## config.mk

```make
export PLATFORM = sky130hd
export DESIGN_NAME = alg_mc_flat
export DESIGN_NICKNAME = d
export VERILOG_FILES = /design/src/rtl/alg_mc_if.sv /design/src/rtl/alg_mc.sv /design/src/flat_wrapper.sv
export SDC_FILE = /design/constraint.sdc
export NUM_CORES = 1
export LEC_CHECK = 0
export ABC_AREA = 1
export ABC_CLOCK_PERIOD_IN_PS = 4500
export BUFFER_PORTS_ARGS = -buffer_cell sky130_fd_sc_hd__buf_2
export CAP_MARGIN = 20
export CORE_ASPECT_RATIO = 0.7
export CORE_UTILIZATION = 30
export DETAILED_ROUTE_END_ITERATION = 10
export PLACE_DENSITY = 0.57
export SYNTH_ARGS = -nofsm -noshare
export SYNTH_HDL_FRONTEND = slang
export SYNTH_SLANG_ARGS = --single-unit
```

## constraint.sdc

```tcl
create_clock -name clk -period 4.5 [get_ports clk]
set_input_delay 0.225 -clock clk [delete_from_list [all_inputs] [get_ports clk]]
set_output_delay 0.225 -clock clk [all_outputs]
set_load 0.03 [all_outputs]
```

## src/rtl/alg_mc_if.sv

```systemverilog
// alg_mc_if: operand/result handshake bundle for the alg_mc multi-cycle ALU.
//   a, b, op, in_valid : operands and opcode offered by the front end
//   in_ready           : unit can accept a new operation
//   out, err           : 2*WIDTH result and divide-by-zero flag
//   out_valid          : result valid; out_ready accepts it
//   busy               : unit is iterating a mul/div/mod
// master = operand/result consumer side, slave = the ALU.
interface alg_mc_if #(
    parameter int WIDTH = 4
);
    logic [WIDTH-1:0]   a;
    logic [WIDTH-1:0]   b;
    logic [2:0]         op;
    logic               in_valid;
    logic               in_ready;
    logic [2*WIDTH-1:0] out;
    logic               err;
    logic               out_valid;
    logic               out_ready;
    logic               busy;

    modport master (
        output a, b, op, in_valid, out_ready,
        input  in_ready, out, err, out_valid, busy
    );

    modport slave (
        input  a, b, op, in_valid, out_ready,
        output in_ready, out, err, out_valid, busy
    );
endinterface

```

## src/rtl/alg_mc.sv

```systemverilog
// alg_mc: parametrised multi-cycle ALU (add/sub/and/or/xor single cycle,
// shift-add multiply and restoring divide/modulo one bit per cycle).
//   clk  : rising-edge clock
//   rst  : synchronous active-high reset
//   bus  : alg_mc_if slave port (operands, opcode, handshakes, result, err, busy)
// Operands are captured on accept; the result is held in DONE until taken.
module alg_mc #(
    parameter int WIDTH = 4
) (
    input  logic     clk,
    input  logic     rst,
    alg_mc_if.slave  bus
);
    localparam int CW = $clog2(WIDTH + 1);

    typedef enum logic [1:0] {IDLE, CALC, DONE} state_e;
    typedef enum logic [2:0] {
        OP_ADD = 3'b000,
        OP_SUB = 3'b001,
        OP_AND = 3'b010,
        OP_OR  = 3'b011,
        OP_XOR = 3'b100,
        OP_MUL = 3'b101,
        OP_DIV = 3'b110,
        OP_MOD = 3'b111
    } op_e;

    state_e             state;
    op_e                op_r;
    op_e                op_in;
    logic [CW-1:0]      cnt;
    logic [2*WIDTH-1:0] acc;    // mul: running product; div: remainder in low bits
    logic [2*WIDTH-1:0] mcand;  // mul: multiplicand, shifted left each step
    logic [WIDTH-1:0]   mplr;   // mul: multiplier (LSB first); div: dividend -> quotient
    logic [WIDTH-1:0]   dsor;

    logic [2*WIDTH-1:0] quick;
    logic               quick_err;
    logic               quick_done;

    logic [2*WIDTH-1:0] acc_mul_nx;
    logic [WIDTH:0]     shifted;
    logic [WIDTH:0]     diff;
    logic               ge;
    logic [WIDTH-1:0]   rem_nx;
    logic [WIDTH-1:0]   quo_nx;

    assign op_in        = op_e'(bus.op);
    assign bus.in_ready = (state == IDLE) && !rst;
    assign bus.busy     = (state == CALC);

    // Single-cycle results, including the divide-by-zero shortcuts.
    always_comb begin
        quick      = '0;
        quick_err  = 1'b0;
        quick_done = 1'b1;
        case (op_in)
            OP_ADD: quick = {{WIDTH{1'b0}}, bus.a} + {{WIDTH{1'b0}}, bus.b};
            OP_SUB: quick = {{WIDTH{1'b0}}, bus.a} - {{WIDTH{1'b0}}, bus.b};
            OP_AND: quick = {{WIDTH{1'b0}}, bus.a & bus.b};
            OP_OR:  quick = {{WIDTH{1'b0}}, bus.a | bus.b};
            OP_XOR: quick = {{WIDTH{1'b0}}, bus.a ^ bus.b};
            OP_MUL: quick_done = 1'b0;
            OP_DIV: begin
                if (bus.b == '0) begin
                    quick     = {{WIDTH{1'b0}}, {WIDTH{1'b1}}};
                    quick_err = 1'b1;
                end else begin
                    quick_done = 1'b0;
                end
            end
            OP_MOD: begin
                if (bus.b == '0) begin
                    quick     = {{WIDTH{1'b0}}, bus.a};
                    quick_err = 1'b1;
                end else begin
                    quick_done = 1'b0;
                end
            end
            default: quick_done = 1'b1;
        endcase
    end

    // One iteration step for multiply and restoring divide.
    always_comb begin
        acc_mul_nx = mplr[0] ? acc + mcand : acc;
        // bring down next dividend bit (MSB first) and trial-subtract
        shifted    = {acc[WIDTH-1:0], mplr[WIDTH-1]};
        ge         = (shifted >= {1'b0, dsor});
        diff       = shifted - {1'b0, dsor};
        rem_nx     = ge ? diff[WIDTH-1:0] : shifted[WIDTH-1:0];
        quo_nx     = {mplr[WIDTH-2:0], ge};
    end

    always_ff @(posedge clk) begin
        if (rst) begin
            state         <= IDLE;
            op_r          <= OP_ADD;
            cnt           <= '0;
            acc           <= '0;
            mcand         <= '0;
            mplr          <= '0;
            dsor          <= '0;
            bus.out       <= '0;
            bus.err       <= 1'b0;
            bus.out_valid <= 1'b0;
        end else begin
            case (state)
                IDLE: begin
                    if (bus.in_valid) begin
                        op_r    <= op_in;
                        bus.err <= quick_err;
                        if (quick_done) begin
                            bus.out       <= quick;
                            bus.out_valid <= 1'b1;
                            state         <= DONE;
                        end else begin
                            acc   <= '0;
                            mcand <= {{WIDTH{1'b0}}, bus.a};
                            mplr  <= (op_in == OP_MUL) ? bus.b : bus.a;
                            dsor  <= bus.b;
                            cnt   <= CW'(WIDTH);
                            state <= CALC;
                        end
                    end
                end
                CALC: begin
                    cnt <= cnt - CW'(1);
                    if (op_r == OP_MUL) begin
                        acc   <= acc_mul_nx;
                        mcand <= mcand << 1;
                        mplr  <= mplr >> 1;
                    end else begin
                        acc  <= {{WIDTH{1'b0}}, rem_nx};
                        mplr <= quo_nx;
                    end
                    // last step: register the freshly computed value directly
                    if (cnt == CW'(1)) begin
                        if (op_r == OP_MUL)
                            bus.out <= acc_mul_nx;
                        else if (op_r == OP_DIV)
                            bus.out <= {{WIDTH{1'b0}}, quo_nx};
                        else
                            bus.out <= {{WIDTH{1'b0}}, rem_nx};
                        bus.out_valid <= 1'b1;
                        state         <= DONE;
                    end
                end
                DONE: begin
                    if (bus.out_ready) begin
                        bus.out_valid <= 1'b0;
                        state         <= IDLE;
                    end
                end
                default: state <= IDLE;
            endcase
        end
    end
endmodule
```

## src/flat_wrapper.sv

```systemverilog
// flat-port wrapper written by rule: the top's interface ports become plain ports
module alg_mc_flat 
#(
    parameter int WIDTH = 4
)
  (clk, rst, bus_a, bus_b, bus_op, bus_in_valid, bus_out_ready, bus_in_ready, bus_out, bus_err, bus_out_valid, bus_busy);
  alg_mc_if #(.WIDTH(WIDTH)) bus_i ();
  input  logic clk;
  input  logic rst;
  input wire logic [$bits(bus_i.a)-1:0] bus_a;
  input wire logic [$bits(bus_i.b)-1:0] bus_b;
  input wire logic [$bits(bus_i.op)-1:0] bus_op;
  input wire logic [$bits(bus_i.in_valid)-1:0] bus_in_valid;
  input wire logic [$bits(bus_i.out_ready)-1:0] bus_out_ready;
  output wire logic [$bits(bus_i.in_ready)-1:0] bus_in_ready;
  output wire logic [$bits(bus_i.out)-1:0] bus_out;
  output wire logic [$bits(bus_i.err)-1:0] bus_err;
  output wire logic [$bits(bus_i.out_valid)-1:0] bus_out_valid;
  output wire logic [$bits(bus_i.busy)-1:0] bus_busy;
  assign bus_i.a = bus_a;
  assign bus_i.b = bus_b;
  assign bus_i.op = bus_op;
  assign bus_i.in_valid = bus_in_valid;
  assign bus_i.out_ready = bus_out_ready;
  assign bus_in_ready = bus_i.in_ready;
  assign bus_out = bus_i.out;
  assign bus_err = bus_i.err;
  assign bus_out_valid = bus_i.out_valid;
  assign bus_busy = bus_i.busy;
  alg_mc #(.WIDTH(WIDTH)) u_core (.clk(clk), .rst(rst), .bus(bus_i));
endmodule
```

; ---- After elaboration in Yosys (flattened, before gate mapping)
; Cells that the tools add are included.
[op_classes]
add_sub_neg = 5
magnitude_cmp = 1
eq_ne = 18
mux = 40
n_bitwise = 4
reduce_logical = 15
[op_table]
columns = op, n
row1 = 8-bit two-way mux, 11
row2 = 8-bit one-hot mux with 7 select lines, 1
row3 = 8-bit one-hot mux with 2 select lines, 3
row4 = 4-bit two-way mux, 8
row5 = 3-bit == test (second input constant), 6
row6 = 3-bit AND reduction, 3
row7 = 8-bit adder, 1
row8 = 2-bit two-way mux, 4
row9 = 4-bit one-hot mux with 2 select lines, 1
row10 = 4-bit AND reduction, 2
row11 = 3-bit by 1-bit == test with 1-bit output (second input constant), 2
row12 = 3-bit by 2-bit == test with 1-bit output (second input constant), 2
row13 = 1-bit two-way mux, 6
row14 = 3-bit two-way mux, 2
row15 = 2-bit by 1-bit inequality test with 1-bit output (second input constant), 3
row16 = 2-bit inequality test (second input constant), 3
row17 = 2-bit one-hot mux with 3 select lines, 1
row18 = 3-bit one-hot mux with 2 select lines, 1
row19 = 4-bit by 4-bit adder with 5-bit output, 1
row20 = 5-bit by 4-bit >= comparator with 1-bit output, 1
row21 = 5-bit AND reduction, 1
row22 = 4-bit by 4-bit subtractor with 5-bit output, 1
row23 = 4-bit bitwise AND, 1
row24 = 4-bit logical NOT, 1
row25 = other kinds (17), 17
[word_totals]
ff_bits = 42
in_bits = 15
out_inout_bits = 12
word_cells = 93

; ---- Depth between registers and ports, before layout
; Gate-level depths: netlist of run 1.
[depth]
word_depth = 6
mapped_depth = 13
ltp_nobuf = 13

; ---- Worst setup path after synthesis of run 1
; OpenSTA, ideal clock, no wires.
[synth_path]
kind = flip-flop to flip-flop
from = register u_core.acc[0]
to = register u_core.acc[6]
arrival_time_ps = 1493
t_required_ps = 4368
path_slack_ps = 2875
stages_incl_launch_ff = 9
synth_period_minus_slack_ps = 1625
cell_sequence = dfxtp_1 ha_1 fa_1 nand3_1 nand2_1 nand3_1 a21oi_1 o21ai_0 a21oi_1
[synth_between]
elab_chain_len = 4
[synth_lines]
columns = item, line_no
row1 = "start, declared", alg_mc.sv:32  ; logic [2*WIDTH-1:0] acc;
row2 = "start signal, assigned", alg_mc.sv:130  ; acc <= acc_mul_nx;
row3 = "start signal, assigned", alg_mc.sv:134  ; acc <= {{WIDTH{1'b0}}, rem_nx};
row4 = 8-bit adder, alg_mc.sv:86  ; acc_mul_nx = mplr[0] ? acc + mcand : acc;
row5 = 8-bit two-way mux, alg_mc.sv:86
row6 = 8-bit two-way mux, alg_mc.sv:129  ; if (op_r == OP_MUL) begin
row7 = 8-bit one-hot mux with 2 select lines, alg_mc.sv:108  ; case (state)
; No other way between the ends.
; A chain may end at the register's enable or synchronous reset.

; ---- Worst setup path in the final report of run 1
[layout_path]
from = register u_core.state[1]
to = register u_core.bus.out[3]
[layout_between]
elab_chain_len = 3
word_cells_on_any_way = 8
classes_between = eq/ne (4) / mux (1) / reduce/logical (3)
[layout_lines]
columns = item, line_no
row1 = "start, declared", alg_mc.sv:28  ; state_e state;
row2 = "start signal, assigned", alg_mc.sv:97  ; state <= IDLE;
row3 = "start signal, assigned", alg_mc.sv:116  ; state <= DONE;
row4 = "start signal, assigned", alg_mc.sv:123  ; state <= CALC;
row5 = 2-bit by 1-bit == test with 1-bit output or 2-bit logical NOT (tied branches), alg_mc.sv:108
row6 = 2-bit by 1-bit inequality test with 1-bit output (no line) (tied with other cells), --
row7 = 4-bit AND reduction (no line), --
row8 = "end signal, assigned", alg_mc.sv:114  ; bus.out <= quick;
row9 = "end signal, assigned", alg_mc.sv:140  ; bus.out <= acc_mul_nx;
row10 = "end signal, assigned", alg_mc.sv:142  ; bus.out <= {{WIDTH{1'b0}}, quo_nx};
row11 = "end, declared", alg_mc_if.sv:29  ; output in_ready, out, err, out_valid, busy
; Parallel ways exist; a longest one is shown, timed or not.

==> results of run 1 <==
cell type report:
class                      instances  area [µm²]  share of cell area (%)
timing repair buffer              26         130                    3.74
inverter                          56         213                    6.12
sequential                        42         841                    24.2
tap                              128         160                    4.61
multi-input combinational        359        1980                    57.0
clock inverter                     2        12.5                   0.360
clock buffer                       6         139                    3.99
per-layer routing:
layer / share of wire, % / GRT usage, %
met4: 0.80 / 3.72
met3: 6.3 / 4.52
met2: 40 / 25.7
met5: 0 / 0
met1: 53 / 26.3
kinds of logic after synthesis:
| kind of cell | count (synthesis) | share of synthesized area (%) |
|---|---|---|
| compound gates | 110 | 19.0 |
| simple gates | 216 | 30.8 |
| flops | 42 | 27.0 |
| fa+ha+maj | 29 | 12.6 |
| buf+inv | 71 | 9.51 |
| xor+xnor | 4 | 1.12 |
report_power, final:
| group | leakage, µW | switching [µW] | internal (µW) | total, µW |
|---|---|---|---|---|
| Sequential | 0.000344 | 32.8 | 408 | 440 |
| Clock | 0.0000729 | 151 | 220 | 371 |
| Combinational | 0.00117 | 237 | 109 | 346 |
worst min-delay path, delay by kind of cell:
kind / cells / cell delay, ns
AOI/OAI and AO/OA: 1 / 0.06
buffers and inverters: 1 / 0.12
and+or+nand+nor: 1 / 0.07
placed cells by master (no fill, tap or decap), drive strengths merged, types with 3 or more instances in the layout:
master  synthesis  layout
dfxtp          42      42
xor2            4       4
nand3          44      44
a31oi           3       3
inv            56      56
clkbuf          5       6
nand2          98      98
nand4           3       3
fa              4       4
o21ai          41      41
buf            10      26
o211ai          5       5
ha             25      25
a21oi          54      54
nor2           67      67
sequential cells by signal, indices dropped and copies added, names as in the netlist:
name and flops:
u_core.mplr 4, u_core.cnt 3, u_core.op_r 3, u_core.bus.err 1
u_core.dsor 4, u_core.bus.out_valid 1, u_core.acc 8, u_core.bus.out 8
u_core.state 2, u_core.mcand 8
final timing paths:
path / start / end / slack, ns / cells after the start
worst max-delay path: u_core.state[1] / u_core.bus.out[3] / 2.41 / 9
worst min register to register: u_core.mcand[7] / u_core.mcand[7] / 0.48 / 2
worst max register to register: u_core.state[1] / u_core.bus.out[3] / 2.41 / 9
worst min-delay path: bus_a[0] / u_core.mcand[0] / 0.24 / 3
stage by stage:
stage          hold WS [ns]  cell area, µm²  instances  setup slack (ns)  util [%]
5_1_grt               0.247            3480        619              2.16      35.1
6_report              0.235            3480        619              2.41      35.1
2_1_floorplan         0.373            3120        472              2.87         -
3_5_place_dp          0.474            3330        611              2.43      33.6
4_1_cts               0.233            3480        619              2.41      35.1
3_3_place_gp          0.463            3330        611              2.48      33.6
==> results by group, run 1 <==
Outcome
  – Status: finished, final reports clean

Pwr
  – LEAKAGE: 0.00158 µW
  – Worst VDD drop: 0.154 mV
  – Total Power: 1160 µW
  – Power Dens Cells: 333 nW/µm²

Setup path
  – Max stage delay on crit path: 0.48 ns
  – Critical-path top delay cell: nor2_2
  – Cell family with most CP delay: simple AND/OR/NAND/NOR gates
  – Worst setup SP type: register
  – Worst setup EP type: register
  – Crit Path Max Fanout: 16
  – Worst setup path class: reg2reg
  – CP Buf/Inv Count: 2
  – Worst-path cell chain: nor2_4, inv_2, nor2_2, inv_2, nor2_1, nand2_1, nand2_1, nor2_1, a21oi_2
  – Req. time, crit path: 4.72 ns
  – Worst Path Arrival: 2.31 ns

Synth
  – Synth Register Bits: 42
  – Post-Synthesis Cell Area: 3120 µm²
  – Synth top area share: 27.0%
  – Post-synth top flop: dfxtp_1
  – Distinct cells, synth: 38
  – Area contributors post-synth: dfxtp_1 27%, nand2_1 11%, ha_1 10%, a21oi_1 8.5%, nor2_1 7.1%
  – Yosys top cell by area: dfxtp_1
  – Register area share after synthesis: 27.0%
  – Most frequent cell after synthesis: nand2_1
  – Number of synthesized flops with an enable pin: 0
  – Syn_nets: 516
  – Post-synth top cells: 95 x nand2_1, 59 x nor2_1, 53 x a21oi_1, 50 x inv_1
  – Async SR Flop Fraction: 0%
  – Mean post-synth cell area: 6.61 µm²
  – Post-Syn Instances: 472
  – Synth Warn #: 0

Drt
  – WL/cell: 14.3 µm
  – Via-to-Cell Ratio: 5.08
  – DRT Pass-1 Iters: 5
  – DR vias: 3,147
  – DRC: 0
  – Drt total wl: 8870 µm
  – Antenna-violating nets left: 0
  – Iter 0 DRT Violations: 270

STA
  – Period minus WS final: 2.09 ns
  – Achievable Freq: 478 MHz
  – Pins Over Slew Limit: 0
  – Period utilisation layout: 46.5%
  – Final setup viols: 0
  – RSZ-0062 raised after global routing: false
  – Final Hold Fails: 0
  – Setup TNS: 0 ns
  – Slew @ Worst Pin: 0.671 ns
  – Slew HR: 55.2%
  – Worst Skew: 0.00666 ns

Layout
  – Area grow syn2layout: 11.5%
  – Final #Nets: 534
  – Antenna diode count: 0
  – # fillers: 1,075
  – Layout cells sized above 1: 11.8%

Clocking
  – Reg clk slew, reported paths: 0.06 ns
  – Post-cts resize count: 0
  – Hold Buf Count CTS: 0
  – Root buffer cell: clkbuf_16
  – Clock sink count: 42
  – Number of H-tree levels: 2
  – Bufs on Longest Clock Path: 2
  – CTS buffer count: 5
  – Clk_lat worst skew: 0.29 ns
  – Postcts setup bufs: 0
  – TritonCTS clock tree: yes

Worst hold path
  – Worst hold path type: in2reg

Die
  – Area of the die: 10,800 µm²
  – Die Wd: 124 µm
  – Core region area: 9910 µm²
  – Die Ht: 87.3 µm
  – Ports: 27
  – Placement Rows: 30
  – Starting Density: 31.5%

Global routing
  – Total track usage: 17.8%
  – First-pass GRT wire length: 14,800 µm
  – Number of global-route vias before repair: 2,939
  – Initial antenna violation count: 0
  – Total gr overflow: 0
  – Pin count of the biggest net entering global routing: 23

Flow run
  – Max-cap violations: 0

Placed design
  – PortBufs: 26
  – Post-DP HPWL: 6740 µm
  – RePlAce Congestion: 0.922
No activity file was read; power rests on OpenSTA's default activity.
==> run 2: changes to the inputs <==
--- a/config.mk
+++ b/config.mk
@@ -5,14 +5,14 @@
 export SDC_FILE = /design/constraint.sdc
 export NUM_CORES = 1
 export LEC_CHECK = 0
-export ABC_AREA = 1
-export ABC_CLOCK_PERIOD_IN_PS = 4500
+export ABC_AREA = 0
+export ABC_CLOCK_PERIOD_IN_PS = 1700
 export BUFFER_PORTS_ARGS = -buffer_cell sky130_fd_sc_hd__buf_2
 export CAP_MARGIN = 20
 export CORE_ASPECT_RATIO = 0.7
 export CORE_UTILIZATION = 30
 export DETAILED_ROUTE_END_ITERATION = 10
-export PLACE_DENSITY = 0.57
+export PLACE_DENSITY = 0.59
 export SYNTH_ARGS = -nofsm -noshare
 export SYNTH_HDL_FRONTEND = slang
 export SYNTH_SLANG_ARGS = --single-unit
==> constraint.sdc (replaced) <==
create_clock -name clk -period 1.7 [get_ports clk]
set_input_delay 0.085 -clock clk [delete_from_list [all_inputs] [get_ports clk]]
set_output_delay 0.085 -clock clk [all_outputs]
set_load 0.03 [all_outputs]
==> run 2 against run 1 <==
Net effect: via count fell by 3.7%; synthesized area fell by 4.3%; sequential power rose to 2.5 times the previous value; critical path depth fell by 1; first-iteration DRC count fell by 30%; largest power group unchanged; cell count fell by 5.0%; clock power rose to 2.9 times the previous value; power rose to 2.7 times the previous value; fmax rose by 6.0%; utilization rose by 8.9 points; critical path type unchanged; the flow now finishes with violations (setup timing); worst hold slack got worse by 0.13 ns.
==> results by group, run 2 <==
Outcome
  – Status: complete, but fails checks
  – Failing checks: setup timing

STA
  – Worst setup margin: -0.274 ns
  – Final Hold Fails: 0
  – RSZ-0062 raised after global routing: true
  – Slew HR: 61.5%
  – Worst Skew: 0.00917 ns
  – Achievable Freq: 507 MHz
  – Slew @ Worst Pin: 0.578 ns
  – Pins Over Slew Limit: 0
  – WHS: 0.106 ns
  – Period utilisation layout: 116%
  – Final setup viols: 11
  – Period minus WS final: 1.97 ns
  – Setup TNS: -1.38 ns

Synth
  – Post-synth top flop: dfxtp_1
  – Area contributors post-synth: dfxtp_1 28%, ha_1 10%, nor2_1 6.0%, mux2i_1 5.4%, a21oi_1 4.4%
  – Post-Synth XOR/XNOR Area: 2.35%
  – Adder-cell share of the synthesized area: 13.2%
  – Distinct cells, synth: 54
  – Synth Warn #: 0
  – Post-synth top cells: 48 x nor2_1, 42 x dfxtp_1, 34 x nand2_1, 26 x a21oi_1, 25 x ha_1
  – Synth Area in Simple Gates: 20.5%
  – Number of synthesized flops with an enable pin: 0
  – Post-Synthesis Cell Area: 2990 µm²
  – Largest family of logic cells by synthesized area: compound AO/OA/AOI/OAI gates
  – Synth Register Bits: 42
  – Mean post-synth cell area: 8.13 µm²
  – Synth top area share: 28.2%
  – Post-synthesis mux area share: 6.12%
  – Most frequent cell after synthesis: nor2_1
  – Register area share after synthesis: 28.2%
  – Syn_nets: 411
  – Compound-Gate Fraction of Synth Area: 23.0%
  – Yosys top cell by area: dfxtp_1
  – Async SR Flop Fraction: 0%
  – Post-Syn Instances: 367

Drt
  – Via-to-Cell Ratio: 5.16
  – Antenna-violating nets left: 0
  – DRT Pass-1 Iters: 4
  – DRC: 0
  – Drt total wl: 9230 µm
  – WL/cell: 15.7 µm
  – DR vias: 3,032
  – Iter 0 DRT Violations: 190

Setup path
  – Crit Path Max Fanout: 4
  – Reg2reg path depth: 8
  – Worst setup EP type: register
  – Reg2reg end: u_core.bus.out[6]
  – Worst setup path class: reg2reg
  – Worst setup SP type: register
  – Reg2reg start: u_core.acc[0]
  – Req. time, crit path: 1.91 ns
  – Setup crit start: u_core.acc[0]
  – Critical path destination: u_core.bus.out[6]
  – Worst R2R Setup Slack: -0.27 ns
  – Worst Path Arrival: 2.18 ns

Global routing
  – First-pass GRT wire length: 14,900 µm
  – Pin count of the biggest net entering global routing: 30
  – Initial antenna violation count: 0
  – Number of global-route vias before repair: 2,930
  – Total gr overflow: 0
  – Total track usage: 18.5%

Placed design
  – Post-DP HPWL: 6920 µm
  – PortBufs: 26
  – RePlAce Congestion: 0.883
  – Pre-CTS WS: -0.288 ns

Clocking
  – Number of H-tree levels: 2
  – Root buffer cell: clkbuf_16
  – CTS buffer count: 5
  – Reg clk slew, reported paths: 0.06 ns
  – Clock sink count: 42
  – TritonCTS clock tree: yes
  – Clk_lat worst skew: 0.30 ns
  – Bufs on Longest Clock Path: 2

Layout
  – Regs by FF count: u_core.acc: 8 flops, u_core.bus.out: 8 flops, u_core.mcand: 8 flops
  – Most common cell after layout, fill and taps aside: buf_4
  – Final #Nets: 503
  – Antenna diode count: 0
  – Area grow syn2layout: 42.7%
  – Most frequent cells in the layout: 74 x buf_4, 47 x nor2_1, 32 x dfxtp_1
  – Fin util: 44.0%
  – Layout cells sized above 1: 38.7%
  – # fillers: 944

Die
  – Placement Rows: 30
  – Starting Density: 30.8%
  – Ports: 27
  – Die Wd: 121 µm
  – Core region area: 9680 µm²
  – Die Ht: 85.5 µm
  – Area of the die: 10,400 µm²

Flow run
  – Max-cap violations: 0

Pwr
  – Power Dens Cells: 735 nW/µm²
  – LEAKAGE: 0.00177 µW
  – Worst VDD drop: 0.386 mV

Worst hold path
  – Worst hold path type: in2reg
  – Hold depth: 3
run 2: what timing repair did:
action,4_1_cts,5_1_grt
buffers inserted,2,4
gates resized for setup,17,38
endpoints found under the hold margin,1,0
pin swaps,9,14
setup endpoints to repair,15,26
hold buffers,1,0
run 2: routing by layer:
layer	global-route usage (%)	routed length (µm)
met1	26.6	4800
met2	27.4	3810
met3	3.70	470
met4	5.61	148
met5	0	0
run 2: worst min-delay path by stage:
stage | from | end
global route | bus_op[2] | u_core.op_r[2]
finish | bus_b[3] | u_core.dsor[3]
CTS | bus_b[2] | u_core.dsor[2]
detailed placement | bus_out_ready | u_core.bus.out_valid
floorplan | bus_out_ready | u_core.bus.out_valid
global placement | bus_out_ready | u_core.bus.out_valid
run 2: critical path, stage by stage (launching register included):
cell and delay [ns]:
dfxtp_4 0.37, ha_4 0.17, fa_2 0.38, a21o_1 0.22
a211oi_2 0.21, nor2_1 0.09, mux2i_1 0.18, nor3_2 0.06
a211oi_1 0.23
run 2: per-stage QoR:
stage | cell area, µm² | power [µW] | instances
finish | 4260 | 3130 | 588
global route | 4260 | 3280 | 588
detailed placement | 3780 | 1960 | 574
floorplan | 3050 | 1620 | 367
CTS | 4040 | 3060 | 585
global placement | 3780 | 1950 | 574
run 2: where the power goes:
part / switching [µW] / internal [µW]
Combinational: 518 / 439
Clock: 437 / 636
Sequential: 55.6 / 1050
run 2: area by class of cell:
type / count / area, µm² / area share, %
multi-input combinational: 283 / 2250 / 52.8
timing repair buffer: 104 / 738 / 17.3
tap: 128 / 160 / 3.76
sequential: 42 / 861 / 20.2
clock inverter: 1 / 7.51 / 0.176
clock buffer: 7 / 154 / 3.61
inverter: 23 / 88.8 / 2.08
run 2: cell families after synthesis:
kind of cell / Yosys count
adder cells (fa/ha/maj): 29
AO/OA/AOI/OAI: 100
multiplexers: 18
XOR/XNOR: 8
flip-flops: 42
AND/OR/NAND/NOR: 128
buffers and inverters: 42
